[src/rtl/exec_seq_pkg.sv]
// Shared encodings, FSM states and decode helpers for the exec_sequencer.
package exec_seq_pkg;

  localparam logic [6:0] OP_R = 7'b0000001;
  localparam logic [6:0] OP_I = 7'b0000011;
  localparam logic [6:0] OP_U = 7'b0000111;
  localparam logic [6:0] OP_B = 7'b0001111;

  // One bit per funct code: bit n set means funct n is legal for that opcode.
  localparam logic [15:0] FUNCT_MASK_R = 16'h21F3;
  localparam logic [15:0] FUNCT_MASK_I = 16'h00F3;
  localparam logic [15:0] FUNCT_MASK_B = 16'h00FB;

  typedef enum logic [2:0] {
    IDLE,
    FETCH,
    DECODE,
    EXEC,
    WB,
    HALT
  } state_t;

  function automatic logic [6:0] f_opcode(input logic [31:0] instr);
    return instr[6:0];
  endfunction

  function automatic logic [4:0] f_rd(input logic [31:0] instr);
    return instr[11:7];
  endfunction

  function automatic logic [3:0] f_funct(input logic [31:0] instr);
    return instr[15:12];
  endfunction

  function automatic logic [4:0] f_rs1(input logic [31:0] instr);
    return instr[20:16];
  endfunction

  function automatic logic [4:0] f_rs2(input logic [31:0] instr);
    return instr[25:21];
  endfunction

  function automatic logic [31:0] imm_i(input logic [31:0] instr);
    return {{21{instr[31]}}, instr[31:21]};
  endfunction

  function automatic logic [31:0] imm_u(input logic [31:0] instr);
    return {{12{instr[31]}}, instr[31:12]};
  endfunction

  function automatic logic [31:0] imm_b(input logic [31:0] instr);
    return {{21{instr[31]}}, instr[31:26], instr[11:7]};
  endfunction

  function automatic logic [31:0] imm_sel(input logic [31:0] instr);
    logic [31:0] imm;
    case (f_opcode(instr))
      OP_I:    imm = imm_i(instr);
      OP_U:    imm = imm_u(instr);
      OP_B:    imm = imm_b(instr);
      default: imm = 32'd0;
    endcase
    return imm;
  endfunction

  function automatic logic is_legal(input logic [6:0] opcode, input logic [3:0] funct);
    logic legal;
    case (opcode)
      OP_R:    legal = FUNCT_MASK_R[funct];
      OP_I:    legal = FUNCT_MASK_I[funct];
      OP_B:    legal = FUNCT_MASK_B[funct];
      OP_U:    legal = 1'b1;
      default: legal = 1'b0;
    endcase
    return legal;
  endfunction

endpackage

[src/rtl/exec_seq_regfile.sv]
// 32x32 register file: two asynchronous read ports, one synchronous write port.
// x0 always reads zero and ignores writes.
module exec_seq_regfile (
  input  logic        i_clk,
  input  logic        i_rst,
  input  logic [4:0]  i_raddr1,
  input  logic [4:0]  i_raddr2,
  output logic [31:0] o_rdata1,
  output logic [31:0] o_rdata2,
  input  logic        i_we,
  input  logic [4:0]  i_waddr,
  input  logic [31:0] i_wdata
);

  logic [31:0] r_regs [32];

  always_ff @(posedge i_clk or posedge i_rst) begin
    if (i_rst) begin
      for (int i = 0; i < 32; i++) begin
        r_regs[i] <= 32'd0;
      end
    end else if (i_we && (i_waddr != 5'd0)) begin
      r_regs[i_waddr] <= i_wdata;
    end
  end

  assign o_rdata1 = (i_raddr1 == 5'd0) ? 32'd0 : r_regs[i_raddr1];
  assign o_rdata2 = (i_raddr2 == 5'd0) ? 32'd0 : r_regs[i_raddr2];

endmodule

[src/rtl/exec_sequencer.sv]
// Multicycle fetch/decode/execute/writeback sequencer owning the PC and register file.
// Define EXEC_SEQ_INSTRET_EN to implement the retired-instruction counter.
module exec_sequencer
  import exec_seq_pkg::*;
#(
  parameter logic [31:0] RESET_PC = 32'h0000_0000
) (
  input  logic        clk,
  input  logic        rst,
  input  logic        start,
  output logic        imem_req,
  output logic [31:0] imem_addr,
  input  logic        imem_ack,
  input  logic [31:0] imem_rdata,
  output logic [6:0]  exu_opcode,
  output logic [3:0]  exu_funct,
  output logic [31:0] exu_imm,
  output logic [31:0] exu_rs1_data,
  output logic [31:0] exu_rs2_data,
  input  logic [31:0] exu_result,
  input  logic        exu_pc_update,
  input  logic        exu_we,
  input  logic        exu_err,
  output logic [31:0] pc,
  output logic        busy,
  output logic        halted,
  output logic        err,
  output logic [31:0] instret
);

  state_t      r_state;
  state_t      w_next_state;
  logic [31:0] r_pc;
  logic [31:0] r_ir;
  logic [6:0]  r_exu_opcode;
  logic [3:0]  r_exu_funct;
  logic [31:0] r_exu_imm;
  logic [31:0] r_op1;
  logic [31:0] r_op2;
  logic [31:0] r_result;
  logic        r_pc_upd;
  logic        r_we;
  logic        r_err;
  logic        w_legal;
  logic [31:0] w_rs1_data;
  logic [31:0] w_rs2_data;

  assign w_legal = is_legal(f_opcode(r_ir), f_funct(r_ir));

  exec_seq_regfile u_regfile (
    .i_clk    (clk),
    .i_rst    (rst),
    .i_raddr1 (f_rs1(r_ir)),
    .i_raddr2 (f_rs2(r_ir)),
    .o_rdata1 (w_rs1_data),
    .o_rdata2 (w_rs2_data),
    .i_we     ((r_state == WB) && r_we),
    .i_waddr  (f_rd(r_ir)),
    .i_wdata  (r_result)
  );

  always_ff @(posedge clk or posedge rst) begin
    if (rst) begin
      r_state <= IDLE;
    end else begin
      r_state <= w_next_state;
    end
  end

  always_comb begin
    w_next_state = r_state;
    imem_req     = 1'b0;
    busy         = 1'b1;
    halted       = 1'b0;
    case (r_state)
      IDLE: begin
        busy = 1'b0;
        if (start) w_next_state = FETCH;
      end
      FETCH: begin
        imem_req = 1'b1;
        if (imem_ack) w_next_state = DECODE;
      end
      DECODE:  w_next_state = w_legal ? EXEC : HALT;
      EXEC:    w_next_state = exu_err ? HALT : WB;
      WB:      w_next_state = FETCH;
      HALT: begin
        busy   = 1'b0;
        halted = 1'b1;
      end
      default: w_next_state = IDLE;
    endcase
  end

  // Execute-unit inputs load only for legal instructions so illegal functs never reach it.
  always_ff @(posedge clk or posedge rst) begin
    if (rst) begin
      r_pc         <= RESET_PC;
      r_ir         <= 32'd0;
      r_exu_opcode <= 7'd0;
      r_exu_funct  <= 4'd0;
      r_exu_imm    <= 32'd0;
      r_op1        <= 32'd0;
      r_op2        <= 32'd0;
      r_result     <= 32'd0;
      r_pc_upd     <= 1'b0;
      r_we         <= 1'b0;
      r_err        <= 1'b0;
    end else begin
      case (r_state)
        FETCH: begin
          if (imem_ack) r_ir <= imem_rdata;
        end
        DECODE: begin
          if (w_legal) begin
            r_exu_opcode <= f_opcode(r_ir);
            r_exu_funct  <= f_funct(r_ir);
            r_exu_imm    <= imm_sel(r_ir);
            r_op1        <= w_rs1_data;
            r_op2        <= w_rs2_data;
          end else begin
            r_err <= 1'b1;
          end
        end
        EXEC: begin
          r_result <= exu_result;
          r_pc_upd <= exu_pc_update;
          r_we     <= exu_we;
          if (exu_err) r_err <= 1'b1;
        end
        WB: begin
          r_pc <= r_pc + (r_pc_upd ? r_result : 32'd4);
        end
        default: ;
      endcase
    end
  end

`ifdef EXEC_SEQ_INSTRET_EN
  logic [31:0] r_instret;

  always_ff @(posedge clk or posedge rst) begin
    if (rst) begin
      r_instret <= 32'd0;
    end else if (r_state == WB) begin
      r_instret <= r_instret + 32'd1;
    end
  end

  assign instret = r_instret;
`else
  assign instret = 32'd0;
`endif

  assign imem_addr    = r_pc;
  assign pc           = r_pc;
  assign err          = r_err;
  assign exu_opcode   = r_exu_opcode;
  assign exu_funct    = r_exu_funct;
  assign exu_imm      = r_exu_imm;
  assign exu_rs1_data = r_op1;
  assign exu_rs2_data = r_op2;

endmodule

[config.mk]
export PLATFORM = sky130hd
export DESIGN_NAME = exec_sequencer
export DESIGN_NICKNAME = d
export VERILOG_FILES = /design/src/rtl/exec_seq_pkg.sv /design/src/rtl/exec_seq_regfile.sv /design/src/rtl/exec_sequencer.sv
export SDC_FILE = /design/constraint.sdc
export NUM_CORES = 2
export LEC_CHECK = 0
export BUFFER_PORTS_ARGS = -buffer_cell sky130_fd_sc_hd__buf_2
export CORE_ASPECT_RATIO = 0.7
export CORE_MARGIN = 5
export CORE_UTILIZATION = 60
export CTS_BUF_LIST = sky130_fd_sc_hd__clkbuf_16
export CTS_CLUSTER_DIAMETER = 50
export CTS_CLUSTER_SIZE = 14
export DETAILED_ROUTE_END_ITERATION = 8
export PLACE_DENSITY_LB_ADDON = 0.08
export SYNTH_ARGS = -nofsm -noshare
export SYNTH_HDL_FRONTEND = slang
export SYNTH_HIERARCHICAL = 1
export SYNTH_SLANG_ARGS = --single-unit
[constraint.sdc]
create_clock -name clk -period 64.3 [get_ports clk]
set_clock_uncertainty 0.1 [all_clocks]
set_input_delay 12.86 -clock clk [delete_from_list [all_inputs] [get_ports clk]]
set_output_delay 12.86 -clock clk [all_outputs]
set_load 0.005 [all_outputs]
==> qor.yml <==
setup_path:
  required_ns: 64.90
  cp_max_fo: 126
  setup.worst_path.end_class: "async pin"
  start_kind: "input port"
  timing.rr.start: "r_ir[18]"
  rr_endpoint: "exu_rs1_data[12]"
  cp.arrival_ns: 17.13
  reg2reg_depth: 9
  critPathKind: "input port to async pin"
  r2r_setup_slack_ns: 58.69
place:
  placed_cells: 5954
  routabilityCongestion: 0.863
  placed_cell_area_sq_um: 66500
  io_buffers: 245
  post-dp-hpwl_mm: 114
sta:
  fin_crit_ns: 16.53
  finalHoldViolations: 0
  period_share: 0.257
  setup_tns_ns: 0
  drv_slew: 0
  setup_viol: 0
  fmax_mhz: 60.5
  worst_slew_pin_slew_ns: 1.36
  rsz0062_at_grt: "false"
  slew_headroom: 0.0865
routing:
  wl_per_cell_um: 32.6
  wirelength_mm: 201
  drt_pass1_iterations: 7
  drc: 0
  top_layer_used: "met5"
  drt_iter0_markers: 4587
  wl_met3_mm: 19.4
  route.vias.total: 43100
  routed_via_density: 7.02
  wl_met1_mm: 84.8
  antenna_left: 0
  met2_length_mm: 89.8
clocking:
  cts_tree: "done"
  cts_sinks: 1221
  cts_max_level: 3
  path_clk_slew_ns: 0.06
  cts_buffer_depth: 3
  hold_buffers: 0
  ctsRootBufferMaster: "clkbuf_16"
  cts_buffers: 117
  post-cts-setup-buffer-count: 0
  cts_resized: 0
  insertion_delay_ns: 0.73
die:
  die_h_um: 286
  initial_core_util: 0.604
  dieWidth_um: 405
  io_pins: 278
  rows: 101
  die-area_sq_um: 116000
  core_sq_um: 108000
final_layout:
  drive_above_1_share: 0.435
  final_core_util: 0.648
  stdcell_count: 6147
  final_area_sq_um: 70300
  synthToLayoutAreaGrowth_pct: 7.38
  nets: 4735
synth:
  synthFlopType: "dfrtp_1"
  yosys_warnings: 6
  synth-seq-area-share: 0.467
  async_flop_share: 1.00
  yosys-top-cells-count: "1221 x dfrtp_1, 1085 x mux2_2, 351 x mux4_2, 331 x nand2_1, 204 x clkbuf_1"
  yosysMostFrequentCell: "dfrtp_1"
  yosysTopAreaCell: "dfrtp_1"
  synth-seq-cells: 1221
  synth_cells: 4680
  yosysUniqueCellTypes: 83
  synth_top_area_frac: 0.467
  synth-edff-count: 0
  synth_area_sq_um: 65500
  avgSynthCellArea_sq_um: 14.0
  yosys-top-cells-area: "dfrtp_1 47%, mux2_2 19%, mux4_2 12%"
hold_path:
  holdPathEnd: "u_regfile/r_regs[1006]"
  min-delay-start: "u_regfile/r_regs[1006]"
  hold_path_depth: 0
  hp-class: "register to register"
grt:
  grt_pass1_wl_mm: 298
  grt_util_all_layers: 0.347
  grt_overflow: 0
  grt_max_degree: 134
  grt_pass1_vias: 43000
  antenna_found_initial: 7
pwr:
  sw_frac_of_total: 0.396
  totalPowerFinal_mw: 3.24
  ir_drop_mv: 0.0404
  seq_power_share: 0.384
  power.leakage_nw: 33.6
  combPwrFrac: 0.400
  p_per_area_nw_per_um2: 46.1
  intPower_mw: 1.96
  power.share.clock: 0.216
  power.net_switching_mw: 1.28
outcome:
  status: "finished, final reports clean"
job:
  cap_violations: 0
==> worst max-delay path, cell delays in order <==
cell,delay [ns]
buf_2,0.16
inv_8,0.62
buf_4,0.73
buf_4,0.76
buf_4,0.82
buf_4,0.91
==> cell type report <==
class / count / area, sq um
tap: 1442 / 1800
fill: 8059 / 38100
clock buffer: 119 / 2980
inverter: 16 / 77.6
sequential: 1221 / 30600
clock inverter: 72 / 763
timing repair buffer: 356 / 2100
antenna: 2 / 5.00
multi-input combinational: 2919 / 32000
==> power by group through the flow <==
| stage | sequential [mW] | clock, mW | combinational (mW) |
|---|---|---|---|
| floorplan | 1.11 | 0 | 1.02 |
| global placement | 1.24 | 0 | 1.26 |
| detailed placement | 1.25 | 0 | 1.27 |
| CTS | 1.24 | 0.709 | 1.28 |
| global route | 1.27 | 0.741 | 1.37 |
| finish | 1.25 | 0.700 | 1.30 |
==> logic make-up (layout without fill, tap and decap cells) <==
| family | Yosys count | in the layout | share of synthesized area |
|---|---|---|---|
| other | 1 | 34 | 0.0000573 |
| XOR/XNOR | 26 | 26 | 0.00348 |
| AND/OR/NAND/NOR | 567 | 567 | 0.0404 |
| flip-flops | 1221 | 1221 | 0.467 |
| buffers and inverters | 571 | 563 | 0.0497 |
| adder cells (fa/ha/maj) | 33 | 33 | 0.00642 |
| multiplexers | 1707 | 1707 | 0.374 |
| AO/OA/AOI/OAI | 554 | 554 | 0.0594 |
==> how the worst max path moves through the flow <==
| stage | from | to | slack [ns] | cells past startpoint |
|---|---|---|---|---|
| after floorplan | rst | u_regfile/r_regs[0] | 22.52 | 1 |
| after global placement | rst | u_regfile/r_regs[699] | 46.92 | 6 |
| after detailed placement | rst | u_regfile/r_regs[635] | 46.91 | 6 |
| after CTS | rst | u_regfile/r_regs[780] | 47.68 | 6 |
| after global routing | rst | u_regfile/r_regs[277] | 47.10 | 6 |
| final | rst | u_regfile/r_regs[780] | 47.77 | 6 |
==> sequential cells by signal, summed over array words and instances (netlist names) <==
signal            flops
r_state               3
exu_rs1_data         32
r_we                  1
u_regfile/r_regs   1024
exu_funct             4
exu_rs2_data         32
r_result             32
imem_addr            32
r_pc_upd              1
exu_opcode            7
err                   1
exu_imm              20
r_ir                 32
==> through the flow <==
stage	setup WS, ns	hold WS [ns]
finish	47.77	0.294
global route	47.10	0.306
CTS	47.68	0.296
detailed placement	46.91	0.281
global placement	46.92	0.277
floorplan	22.52	0.338
==> per-layer routing <==
layer / GRT usage / vias up
li1: - / 17600
met1: 0.505 / 23000
met2: 0.522 / 2103
met3: 0.0948 / 421
met4: 0.0980 / 6
met5: 0 / -
==> layout by cell type, fill, tap and decap left out, types with 18 or more instances in the layout <==
cell	Yosys	layout
dfrtp_1	1221	1211
mux2_2	1085	1085
mux4_2	351	351
nand2_1	331	314
buf_2	163	245
mux2i_1	130	130
clkbuf_16	0	119
buf_4	141	108
o21ai_1	104	104
mux4_1	97	97
nor2b_1	75	73
a22oi_1	73	73
a211oi_1	66	66
a311oi_1	64	64
a21oi_1	57	57
o21ai_0	46	46
a221oi_1	45	45
mux2_1	44	44
and2_1	35	34
ha_1	32	32
conb_1	1	32
nor2_1	41	31
inv_1	14	21
a21o_1	19	19
nor2_4	0	18
o2111ai_1	18	18
Power figures use the tool's default switching activity.
